$ cat src/rtl/mux_scan_if.sv
// Bundle of the sampling-mux signals between a driver and mux_scan_nx1.
//   master : drives data_in/select/mode/enable, observes the registered results
//   slave  : the mux itself
// Ports (slave view):
//   data_in    in  CHANNELS*WIDTH  packed channels, channel k = data_in[k*WIDTH +: WIDTH]
//   select     in  SEL_W           channel index used in direct mode
//   mode       in  1               0 = direct, 1 = scan
//   enable     in  1               sample request
//   data_out   out WIDTH           registered selected channel
//   chan_out   out SEL_W           index of the channel held in data_out
//   valid_out  out 1               data_out/chan_out updated this cycle
//   sel_err    out 1               direct-mode select out of range this cycle
//   frame_done out 1               pulse alongside the last channel of a scan frame
interface mux_scan_if #(
  parameter int CHANNELS = 16,
  parameter int WIDTH    = 1
);
  localparam int SEL_W = $clog2(CHANNELS);

  logic [CHANNELS*WIDTH-1:0] data_in;
  logic [SEL_W-1:0]          select;
  logic                      mode;
  logic                      enable;
  logic [WIDTH-1:0]          data_out;
  logic [SEL_W-1:0]          chan_out;
  logic                      valid_out;
  logic                      sel_err;
  logic                      frame_done;

  modport master (
    output data_in, select, mode, enable,
    input  data_out, chan_out, valid_out, sel_err, frame_done
  );

  modport slave (
    input  data_in, select, mode, enable,
    output data_out, chan_out, valid_out, sel_err, frame_done
  );
endinterface

$ cat src/rtl/mux_scan_nx1.sv
// N-to-1 sampling multiplexer with a direct (indexed) mode and a scan mode that
// walks channels 0..CHANNELS-1 one per enabled clock.
// Ports:
//   clk  in  rising-edge clock
//   rst  in  asynchronous active-high reset
//   bus  mux_scan_if.slave  data/control inputs and registered outputs
module mux_scan_nx1 #(
  parameter int CHANNELS = 16,
  parameter int WIDTH    = 1
) (
  input  logic      clk,
  input  logic      rst,
  mux_scan_if.slave bus
);
  localparam int SEL_W  = $clog2(CHANNELS);
  localparam int SEL_W1 = SEL_W + 1;
  localparam logic [SEL_W-1:0] LAST_IDX = SEL_W'(CHANNELS - 1);
  // One bit wider than SEL_W so the range check also works when CHANNELS is a power of two.
  localparam logic [SEL_W:0]   CHAN_CNT = SEL_W1'(CHANNELS);

  typedef enum logic [0:0] {
    ST_DIRECT = 1'b0,
    ST_SCAN   = 1'b1
  } state_t;

  state_t           state_r, state_next_s;
  logic [WIDTH-1:0] data_r, data_next_s;
  logic [SEL_W-1:0] chan_r, chan_next_s;
  logic [SEL_W-1:0] scan_idx_r, scan_idx_next_s;
  logic [SEL_W-1:0] scan_pos_s;
  logic             valid_r, valid_next_s;
  logic             sel_err_r, sel_err_next_s;
  logic             frame_done_r, frame_done_next_s;

  // Loop-based mux keeps every part-select in range, even for indices past CHANNELS-1.
  function automatic logic [WIDTH-1:0] pick_channel(
    input logic [CHANNELS*WIDTH-1:0] vec,
    input logic [SEL_W-1:0]          idx
  );
    logic [WIDTH-1:0] ch;
    ch = {WIDTH{1'b0}};
    for (int k = 0; k < CHANNELS; k++) begin
      ch = (SEL_W'(k) == idx) ? vec[k*WIDTH +: WIDTH] : ch;
    end
    return ch;
  endfunction

  // Next-state and next-output decode; the state simply follows the sampled mode.
  always_comb begin
    state_next_s      = bus.mode ? ST_SCAN : ST_DIRECT;
    data_next_s       = data_r;
    chan_next_s       = chan_r;
    scan_idx_next_s   = scan_idx_r;
    valid_next_s      = 1'b0;
    sel_err_next_s    = 1'b0;
    frame_done_next_s = 1'b0;
    // Entering scan from direct starts the frame at channel 0 on this very edge.
    scan_pos_s        = (state_r == ST_SCAN) ? scan_idx_r : {SEL_W{1'b0}};

    case (state_next_s)
      ST_SCAN: begin
        if (bus.enable) begin
          data_next_s  = pick_channel(bus.data_in, scan_pos_s);
          chan_next_s  = scan_pos_s;
          valid_next_s = 1'b1;
          // Explicit wrap so non-power-of-two channel counts never overrun.
          if (scan_pos_s == LAST_IDX) begin
            scan_idx_next_s   = {SEL_W{1'b0}};
            frame_done_next_s = 1'b1;
          end else begin
            scan_idx_next_s = scan_pos_s + 1'b1;
          end
        end else begin
          scan_idx_next_s = scan_pos_s;
        end
      end
      ST_DIRECT: begin
        // Any partial scan frame is abandoned on leaving scan mode.
        scan_idx_next_s = {SEL_W{1'b0}};
        if (bus.enable) begin
          if ({1'b0, bus.select} < CHAN_CNT) begin
            data_next_s  = pick_channel(bus.data_in, bus.select);
            chan_next_s  = bus.select;
            valid_next_s = 1'b1;
          end else begin
            sel_err_next_s = 1'b1;
          end
        end else begin
          valid_next_s = 1'b0;
        end
      end
      default: begin
        state_next_s    = ST_DIRECT;
        scan_idx_next_s = {SEL_W{1'b0}};
      end
    endcase
  end

  // State and output registers with asynchronous reset.
  always_ff @(posedge clk or posedge rst) begin
    if (rst) begin
      state_r      <= ST_DIRECT;
      data_r       <= {WIDTH{1'b0}};
      chan_r       <= {SEL_W{1'b0}};
      scan_idx_r   <= {SEL_W{1'b0}};
      valid_r      <= 1'b0;
      sel_err_r    <= 1'b0;
      frame_done_r <= 1'b0;
    end else begin
      state_r      <= state_next_s;
      data_r       <= data_next_s;
      chan_r       <= chan_next_s;
      scan_idx_r   <= scan_idx_next_s;
      valid_r      <= valid_next_s;
      sel_err_r    <= sel_err_next_s;
      frame_done_r <= frame_done_next_s;
    end
  end

  assign bus.data_out   = data_r;
  assign bus.chan_out   = chan_r;
  assign bus.valid_out  = valid_r;
  assign bus.sel_err    = sel_err_r;
  assign bus.frame_done = frame_done_r;
endmodule

$ cat src/flat_wrapper.sv
// flat-port wrapper written by rule: the top's interface ports become plain ports
module mux_scan_nx1_flat 
#(
  parameter int CHANNELS = 16,
  parameter int WIDTH    = 1
)
  (clk, rst, bus_data_in, bus_select, bus_mode, bus_enable, bus_data_out, bus_chan_out, bus_valid_out, bus_sel_err, bus_frame_done);
  mux_scan_if #(.CHANNELS(CHANNELS), .WIDTH(WIDTH)) bus_i ();
  input  logic clk;
  input  logic rst;
  input wire logic [$bits(bus_i.data_in)-1:0] bus_data_in;
  input wire logic [$bits(bus_i.select)-1:0] bus_select;
  input wire logic [$bits(bus_i.mode)-1:0] bus_mode;
  input wire logic [$bits(bus_i.enable)-1:0] bus_enable;
  output wire logic [$bits(bus_i.data_out)-1:0] bus_data_out;
  output wire logic [$bits(bus_i.chan_out)-1:0] bus_chan_out;
  output wire logic [$bits(bus_i.valid_out)-1:0] bus_valid_out;
  output wire logic [$bits(bus_i.sel_err)-1:0] bus_sel_err;
  output wire logic [$bits(bus_i.frame_done)-1:0] bus_frame_done;
  assign bus_i.data_in = bus_data_in;
  assign bus_i.select = bus_select;
  assign bus_i.mode = bus_mode;
  assign bus_i.enable = bus_enable;
  assign bus_data_out = bus_i.data_out;
  assign bus_chan_out = bus_i.chan_out;
  assign bus_valid_out = bus_i.valid_out;
  assign bus_sel_err = bus_i.sel_err;
  assign bus_frame_done = bus_i.frame_done;
  mux_scan_nx1 #(.CHANNELS(CHANNELS), .WIDTH(WIDTH)) u_core (.clk(clk), .rst(rst), .bus(bus_i));
endmodule
$ cat config.mk
export PLATFORM = sky130hd
export DESIGN_NAME = mux_scan_nx1_flat
export DESIGN_NICKNAME = d
export VERILOG_FILES = /design/src/rtl/mux_scan_if.sv /design/src/rtl/mux_scan_nx1.sv /design/src/flat_wrapper.sv
export SDC_FILE = /design/constraint.sdc
export NUM_CORES = 1
export LEC_CHECK = 0
export ABC_AREA = 1
export BUFFER_PORTS_ARGS = -buffer_cell sky130_fd_sc_hd__buf_4
export CAP_MARGIN = 0
export CORE_ASPECT_RATIO = 1.4
export CORE_MARGIN = 2
export CORE_UTILIZATION = 35
export CTS_CLUSTER_DIAMETER = 80
export CTS_CLUSTER_SIZE = 10
export DETAILED_ROUTE_END_ITERATION = 12
export GPL_TIMING_DRIVEN = 0
export PLACE_DENSITY_LB_ADDON = 0.2
export SYNTH_ARGS = -nofsm -noshare
export SYNTH_HDL_FRONTEND = slang
export SYNTH_SLANG_ARGS = --single-unit
$ cat constraint.sdc
create_clock -name clk -period 2.1 [get_ports clk]
set_input_delay 0.105 -clock clk [delete_from_list [all_inputs] [get_ports clk]]
set_output_delay 0.105 -clock clk [all_outputs]
set_load 0.01 [all_outputs]
==> results of run 1 <==
-- report_power, final --
| group | internal [uW] | total, uW | switching, uW |
|---|---|---|---|
| clock network | 106 | 185 | 79.2 |
| logic | 70.8 | 147 | 76.4 |
| registers | 245 | 254 | 9.29 |
| total | 421 | 586 | 165 |
-- critical path, stage by stage (launching register included) --
cell and delay, ns:
dfrtp_1 0.47, nand2_1 0.14, clkinv_1 0.14, nand2_1 0.10
inv_2 0.05, nand3_1 0.06, nand4_1 0.09, nor2_1 0.10
nand4_1 0.08, nor2_1 0.11, nand4_1 0.10, nand2_1 0.09
a21oi_2 0.05
-- worst paths after layout --
path / from / end / cells past startpoint
max: u_core.state_r / u_core.bus.data_out / 12
min reg2reg: u_core.bus.chan_out[2] / u_core.bus.chan_out[2] / 2
min in group asynchronous: rst / u_core.scan_idx_r[2] / 3
min: bus_select[2] / u_core.bus.chan_out[2] / 3
max in group asynchronous: rst / u_core.bus.frame_done / 3
max reg2reg: u_core.state_r / u_core.bus.data_out / 12
-- cells in the final DEF, fill, tap and decap left out --
cell type | synthesis | layout
nor4_2 | 1 | 1
a31oi_1 | 1 | 1
nor4_1 | 1 | 1
conb_1 | 1 | 1
nand3b_1 | 1 | 1
o221ai_1 | 1 | 1
clkbuf_4 | 0 | 3
a21oi_1 | 13 | 13
o21ai_0 | 7 | 7
nand2_1 | 24 | 24
nand2_2 | 2 | 2
buf_4 | 1 | 31
dfrtp_1 | 12 | 12
o21ai_1 | 1 | 1
clkinv_1 | 2 | 2
clkbuf_1 | 1 | 1
a21oi_2 | 1 | 1
buf_2 | 1 | 1
nor2_2 | 1 | 1
nand3_1 | 14 | 14
clkbuf_8 | 0 | 1
nand4_1 | 5 | 5
o211ai_1 | 4 | 4
inv_1 | 16 | 16
inv_2 | 3 | 3
dlygate4sd3_1 | 0 | 3
nor2_1 | 19 | 19
nor3_1 | 2 | 2
-- routing by layer --
layer | wire, um | share of wire (%) | GRT usage, %
met1 | 1027 | 42 | 21.88
met2 | 1244 | 51 | 32.64
met3 | 125 | 5.1 | 1.719
met4 | 58 | 2.4 | 9.643
met5 | 0 | 0 | 0
-- final cells by class --
| type | count | area share, % |
|---|---|---|
| plain buffers | 3 | 1.344 |
| multi-input cells | 99 | 39.71 |
| clock buffers | 4 | 2.999 |
| inverters | 21 | 6.515 |
| well taps | 34 | 3.516 |
| flip-flops and latches | 12 | 24.82 |
| repair buffers | 33 | 21.10 |
-- logic make-up after synthesis --
kind of cell	Yosys count	synth area share [%]
AOI/OAI and AO/OA	28	18.14
other	1	0.4282
and+or+nand+nor	70	36.29
DFF	12	34.29
buffers and inverters	24	10.86
-- stage by stage --
stage          hold slack [ns]  setup slack, ns  instance area (um2)  util [%]  std cells
2_1_floorplan         -0.03030           0.6736                875.8         -        135
3_3_place_gp            0.1348           0.4445                 1144     47.83        199
3_5_place_dp            0.1520           0.4209                 1144     47.83        199
4_1_cts                0.09634           0.4082                 1210     50.60        206
5_1_grt                 0.1129           0.1932                 1210     50.60        206
6_report                0.1023           0.4039                 1210     50.60        206
-- sequential cells by signal, summed over array words and instances, names as in the netlist --
signal                 cells
u_core.state_r             1
u_core.bus.chan_out        4
u_core.scan_idx_r          4
u_core.bus.frame_done      1
u_core.bus.data_out        1
u_core.bus.valid_out       1
-- synth_stat cells, drive strengths merged --
master,number
inv,19
o21ai,8
clkinv,2
conb,1
a21oi,14
nor2,20
nand3b,1
nand4,5
clkbuf,1
o211ai,4
nor4,2
o221ai,1
nand2,26
nand3,14
nor3,2
buf,2
a31oi,1
dfrtp,12
==> results.yml, run 1 <==
critical_path:
  path_max_fanout: 7
  crit_path_start_kind: "flop"
  worstPathRequired_ns: 2.27
  regToRegSetupSlack_ns: 0.40
  critPathCaptureType: "flop"
  crit_type: "flop to flop"
  cp_data_arrival_time_ns: 1.86
global_route:
  grt_max_degree: 13
  grt-ovfl-total: 0
  grt_pass1_wl_um: 4057
  grt_antenna_before_repair: 0
  grt_usage_pct: 18.97
  grt_pass1_vias: 993
flow_run:
  cap_violations: 0
clock_network:
  cts.clk_slew.worst_paths_ns: 0.07
  cts_root_buf: "clkbuf_4"
  cts_hold_buf: 3
  post_cts_buffers: 0
  worstSkewPairLatency_ns: 0.28
  cts_tree: "done"
  clk_path_buf_depth: 2
  cts_resized: 0
  cts.sinks: 12
  cts_max_level: 1
  numCtsBuffers: 3
timing:
  rsz0062_at_grt: "false"
  fin_skew_ns: 0.003732
  setup_viol: 0
  tns_ns: 0
  hold_viol: 0
  max_freq_ghz: 0.5896
  slew_viol_final: 0
  final.min_clock_period_ns: 1.696
  period_share_pct: 80.77
logic_synthesis:
  ys_types: 25
  ys_seq_elements: 12
  seq_area_frac_synth_pct: 34.29
  yosys-top-cells-area: "dfrtp_1 (34%), nand2_1 (10%), nor2_1 (8.1%)"
  synth_cells: 135
  synth_top_cell_by_area: "dfrtp_1"
  syn_nets: 159
  yosysWarnings: 0
  synth_top_area_share_pct: 34.29
  avgSynthCellArea_um2: 6.488
  syn-cell-area_um2: 875.8
pwr:
  p_per_area_nw_per_um2: 484.4
  p_leak_uw: 0.0006163
  finalPower_uw: 586.0
  vdd_drop_max_uv: 297.8
layout:
  drive_above_1_share_pct: 25.58
  nets: 197
  num_antenna_cells: 0
  seq_area_um2: 300.3
  syn_to_final_growth_pct: 38.14
  nFillCells: 257
  multiInputGateArea_um2: 480.5
drt:
  routed_wirelength_um: 2455
  firstDrtPassIters: 4
  vias_per_cell: 5.073
  drc: 0
  postRouteAntennaNets: 0
  wl_per_cell_um: 11.92
  via_count: 1045
  drt_iter0_drc: 29
placement:
  port_buffers: 30
  dp_hpwl_um: 2002
  gp_congestion: 0.8594
floorplanning:
  die_x_um: 46.28
  dieArea_um2: 2924
  boundaryPins: 32
  initial_utilization_pct: 36.63
  fp.dieH_um: 63.19
  core_um2: 2391
  rows: 21
outcome:
  status: "completed"
min_path:
  hold_class: "input port to flop"
(Power assumes the default switching activity.)
==> inputs of run 2 (changes only) <==
- clock period: 2.1 -> 1.7 ns (I/O delays scaled with it)
==> results.yml, run 2 (synthesized netlist as in run 1, its figures left out) <==
min_path:
  hold_class: "input port to flop"
layout:
  final_common_cell: "buf_4"
  final_cell_mix: "buf_4 (31), nand2_1 (23), nor2_1 (18), inv_1 (16), nand3_1 (14)"
  num_antenna_cells: 0
  nets: 197
  syn_to_final_growth_pct: 38.86
  drive_above_1_share_pct: 27.91
clock_network:
  cts.sinks: 12
  cts.clk_slew.worst_paths_ns: 0.07
  post_cts_buffers: 0
  cts_tree: "done"
  cts_root_buf: "clkbuf_4"
  numCtsBuffers: 3
  clk_path_buf_depth: 2
  cts_max_level: 1
  worstSkewPairLatency_ns: 0.28
timing:
  period_share_pct: 90.66
  final.min_clock_period_ns: 1.541
  setup_viol: 0
  whs_ns: 0.08539
  rsz0062_at_grt: "true"
  max_freq_ghz: 0.6489
  slew_viol_final: 0
  hold_viol: 0
  fin_skew_ns: 0.001233
pwr:
  intPower_uw: 520.9
  p_sw_share_pct: 27.92
  power_switching_uw: 201.8
  seqPwrFrac_pct: 43.5
  vdd_drop_max_uv: 360.7
  combPwrFrac_pct: 25.2
  p_leak_uw: 0.0006217
  p_clk_share_pct: 31.2
  p_per_area_nw_per_um2: 594.3
  finalPower_uw: 722.7
flow_run:
  cap_violations: 0
global_route:
  grt_pass1_wl_um: 4057
  grt-ovfl-total: 0
  grt_antenna_before_repair: 0
  grt_pass1_vias: 993
  grt_max_degree: 13
  grt_usage_pct: 18.97
critical_path:
  worstPathRequired_ns: 1.91
  cp_data_arrival_time_ns: 1.75
  critPathCaptureType: "flop"
  path_max_fanout: 7
  crit_type: "flop to flop"
  crit_path_start_kind: "flop"
drt:
  drc: 0
  wl_per_cell_um: 11.90
  firstDrtPassIters: 4
  drt_iter0_drc: 19
  via_count: 1046
  routed_wirelength_um: 2452
  vias_per_cell: 5.078
  postRouteAntennaNets: 0
floorplanning:
  rows: 21
  fp.dieH_um: 63.19
  dieArea_um2: 2924
  die_x_um: 46.28
  boundaryPins: 32
  core_um2: 2391
  initial_utilization_pct: 36.63
placement:
  gp_congestion: 0.8594
  dp_hpwl_um: 2002
  port_buffers: 30
outcome:
  status: "completed"
-- run 2: cell count changes in the layout (fill, tap and decap cells not counted) --
cell,before,now
dfrtp_1,12,11
nand2_2,2,3
clkinv_1,2,1
dfrtp_2,0,1
inv_2,3,4
nand2_1,24,23
nor2_1,19,18
nor2_2,1,2
-- run 2: routing by layer --
| metal | track usage [%] | wire (um) | part of all wire (%) |
|---|---|---|---|
| met1 | 21.88 | 1028 | 42 |
| met2 | 32.64 | 1240 | 51 |
| met3 | 1.719 | 125 | 5.1 |
| met4 | 9.643 | 58 | 2.4 |
| met5 | 0 | 0 | 0 |
-- run 2: what timing repair did --
item	4_1_cts	5_1_grt
resized for setup	0	4
hold endpoints to repair	14	0
setup endpoints to repair	0	1
hold buffers	3	0
-- run 2: final cells by class --
cell class | instances | area, um2
buffer | 3 | 16.27
clock buffer | 4 | 36.28
fill | 257 | 1175
inverter | 21 | 78.83
multi-input combinational | 99 | 485.5
sequential | 12 | 301.5
tap | 34 | 42.54
timing repair buffer | 33 | 255.2
-- run 2: path summary, 6_finish.rpt --
check	start	end	slack (ns)	cells past startpoint
worst max-delay path	u_core.state_r	u_core.bus.data_out	0.16	11
worst min-delay path	bus_select[2]	u_core.bus.chan_out[2]	0.09	3
worst max register to register	u_core.state_r	u_core.bus.data_out	0.16	11
worst min register to register	u_core.bus.chan_out[2]	u_core.bus.chan_out[2]	0.49	2
max in group asynchronous	rst	u_core.state_r	1.01	3
min in group asynchronous	rst	u_core.scan_idx_r[2]	0.36	3
-- run 2: metrics by stage --
stage	util [%]	std cells	area, um2	setup TNS, ns	worst slack, ns
floorplan	-	135	875.8	0	0.2736
global placement	47.83	199	1144	0	0.04446
detailed placement	47.83	199	1144	0	0.02093
CTS	50.60	206	1210	0	0.008194
global route	50.86	206	1216	-0.02429	-0.02429
finish	50.86	206	1216	0	0.1589
-- run 2: power groups by stage --
stage                     sequential, uW  combinational [uW]  clock, uW
final                                314                 182        226
after global routing                 317                 202        252
after CTS                            314                 183        239
after detailed placement             320                 176          0
after global placement               319                 175          0
after floorplan                      325                77.5          0
-- run 2: worst max-delay path: stages (launching register included) --
cell and delay (ns):
dfrtp_2 0.47, nand2_2 0.16, inv_2 0.07, nor2_2 0.16, nand3_1 0.09, nand4_1 0.09
nor2_1 0.05, nand4_1 0.07, nor2_1 0.05, nand4_1 0.08, nand2_1 0.07, a21oi_2 0.11
==> inputs of run 3 (changes only) <==
- PLACE_DENSITY_LB_ADDON: 0.2 -> unset
==> results.yml, run 3 (synthesized netlist as in run 1, its figures left out) <==
floorplanning:
  fp.dieH_um: 63.19
  boundaryPins: 32
  rows: 21
  initial_utilization_pct: 36.63
  die_x_um: 46.28
  dieArea_um2: 2924
  core_um2: 2391
layout:
  final_common_cell: "buf_4"
  fin_area_um2: 1207
  nets: 197
  fin_cells: 205
  multiInputGateArea_um2: 490.5
  num_antenna_cells: 0
  syn_to_final_growth_pct: 37.86
  nFillCells: 262
  drive_above_1_share_pct: 28.65
  final_cell_mix: "buf_4 (31), nand2_1 (22), nor2_1 (17), inv_1 (16), nand3_1 (14)"
  seq_area_um2: 301.5
placement:
  dp_cells: 199
  dpl_cell_area_um2: 1144
  place_ws_ns: -0.01226
  dp_hpwl_um: 2053
  gp_congestion: 0.8518
  port_buffers: 30
pwr:
  p_per_area_nw_per_um2: 550.2
  p_leak_uw: 0.0006147
  vdd_drop_max_uv: 395.1
  finalPower_uw: 664.4
critical_path:
  crit_path_start_kind: "flop"
  worstPathRequired_ns: 1.89
  critPathCaptureType: "flop"
  cp_data_arrival_time_ns: 1.77
  crit_type: "flop to flop"
  path_max_fanout: 7
timing:
  slew_viol_final: 0
  setup_viol: 0
  tns_ns: 0
  layout_setup_ws_ns: 0.1243
  hold_viol: 0
  rsz0062_at_grt: "true"
  max_freq_ghz: 0.6346
  final.min_clock_period_ns: 1.576
  fin_skew_ns: 0.004708
  period_share_pct: 92.69
drt:
  routed_wirelength_um: 2520
  firstDrtPassIters: 4
  postRouteAntennaNets: 0
  wl_per_cell_um: 12.29
  vias_per_cell: 5.000
  drt_iter0_drc: 31
  drc: 0
  via_count: 1025
min_path:
  hold_class: "input port to flop"
clock_network:
  cts_max_level: 1
  cts.sinks: 12
  cts.clk_slew.worst_paths_ns: 0.07
  post_cts_buffers: 0
  cts_root_buf: "clkbuf_4"
  clk_path_buf_depth: 2
  numCtsBuffers: 3
  cts_tree: "done"
  worstSkewPairLatency_ns: 0.26
global_route:
  grt_antenna_before_repair: 0
  grt_pass1_wl_um: 4140
  grt_usage_pct: 18.76
  grt-ovfl-total: 0
  grt_max_degree: 13
  grt_pass1_vias: 996
flow_run:
  cap_violations: 0
outcome:
  status: "completed"
## run 3: changes by cell type in the layout (fill, tap and decap cells not counted)
cell      change
nor2_2        +1
nand2_2       +1
nand2_1       -1
clkbuf_8      -1
nor2_1        -1
## run 3: through the flow
step           utilization [%]  hold WS, ns
2_1_floorplan                -     -0.05030
6_report                 50.50      0.09451
3_3_place_gp             47.83       0.1212
5_1_grt                  50.50       0.1217
4_1_cts                  50.08      0.07770
3_5_place_dp             47.83       0.1301
## run 3: final cells by class
class,instances,share of cell area (%)
inverters,21,6.528
clock buffers,3,1.865
flip-flops and latches,12,24.97
multi-input cells,99,40.62
repair buffers,33,21.14
plain buffers,3,1.347
well taps,34,3.523
## run 3: path summary, 6_finish.rpt
kind	slack [ns]	startpoint	cells after the start	to
min	0.09	bus_select[2]	3	u_core.bus.chan_out[2]
min in group asynchronous	0.38	rst	3	u_core.scan_idx_r[0]
max reg2reg	0.12	u_core.state_r	11	u_core.bus.data_out
max	0.12	u_core.state_r	11	u_core.bus.data_out
min reg2reg	0.50	u_core.bus.chan_out[2]	2	u_core.bus.chan_out[2]
max in group asynchronous	0.99	rst	3	u_core.state_r
## run 3: power breakdown
group | total (uW) | internal [uW] | switching (uW)
clock | 166 | 81.8 | 84.4
sequential | 314 | 303 | 11.9
combinational | 184 | 88.1 | 95.6
## run 3: worst max-delay path: stages, from the launching register on
cell	delay, ns
dfrtp_2	0.46
nand2_2	0.17
inv_2	0.07
nor2_2	0.17
nand3_1	0.09
nand4_1	0.10
nor2_1	0.05
nand4_1	0.07
nor2_1	0.05
nand4_1	0.08
nand2_1	0.07
a21oi_2	0.12
## run 3: routing by layer
metal,global-route usage [%],vias up,wire (um)
li1,-,521,-
met1,21.18,475,1060
met2,34.03,27,1318
met3,1.146,2,120
met4,7.500,0,20
met5,0,-,0
## run 3: timing repair
item | CTS | global route
resized for setup | 1 | 5
endpoints found under the setup margin | 1 | 1
hold buffers | 3 | 0
endpoints found under the hold margin | 14 | 0
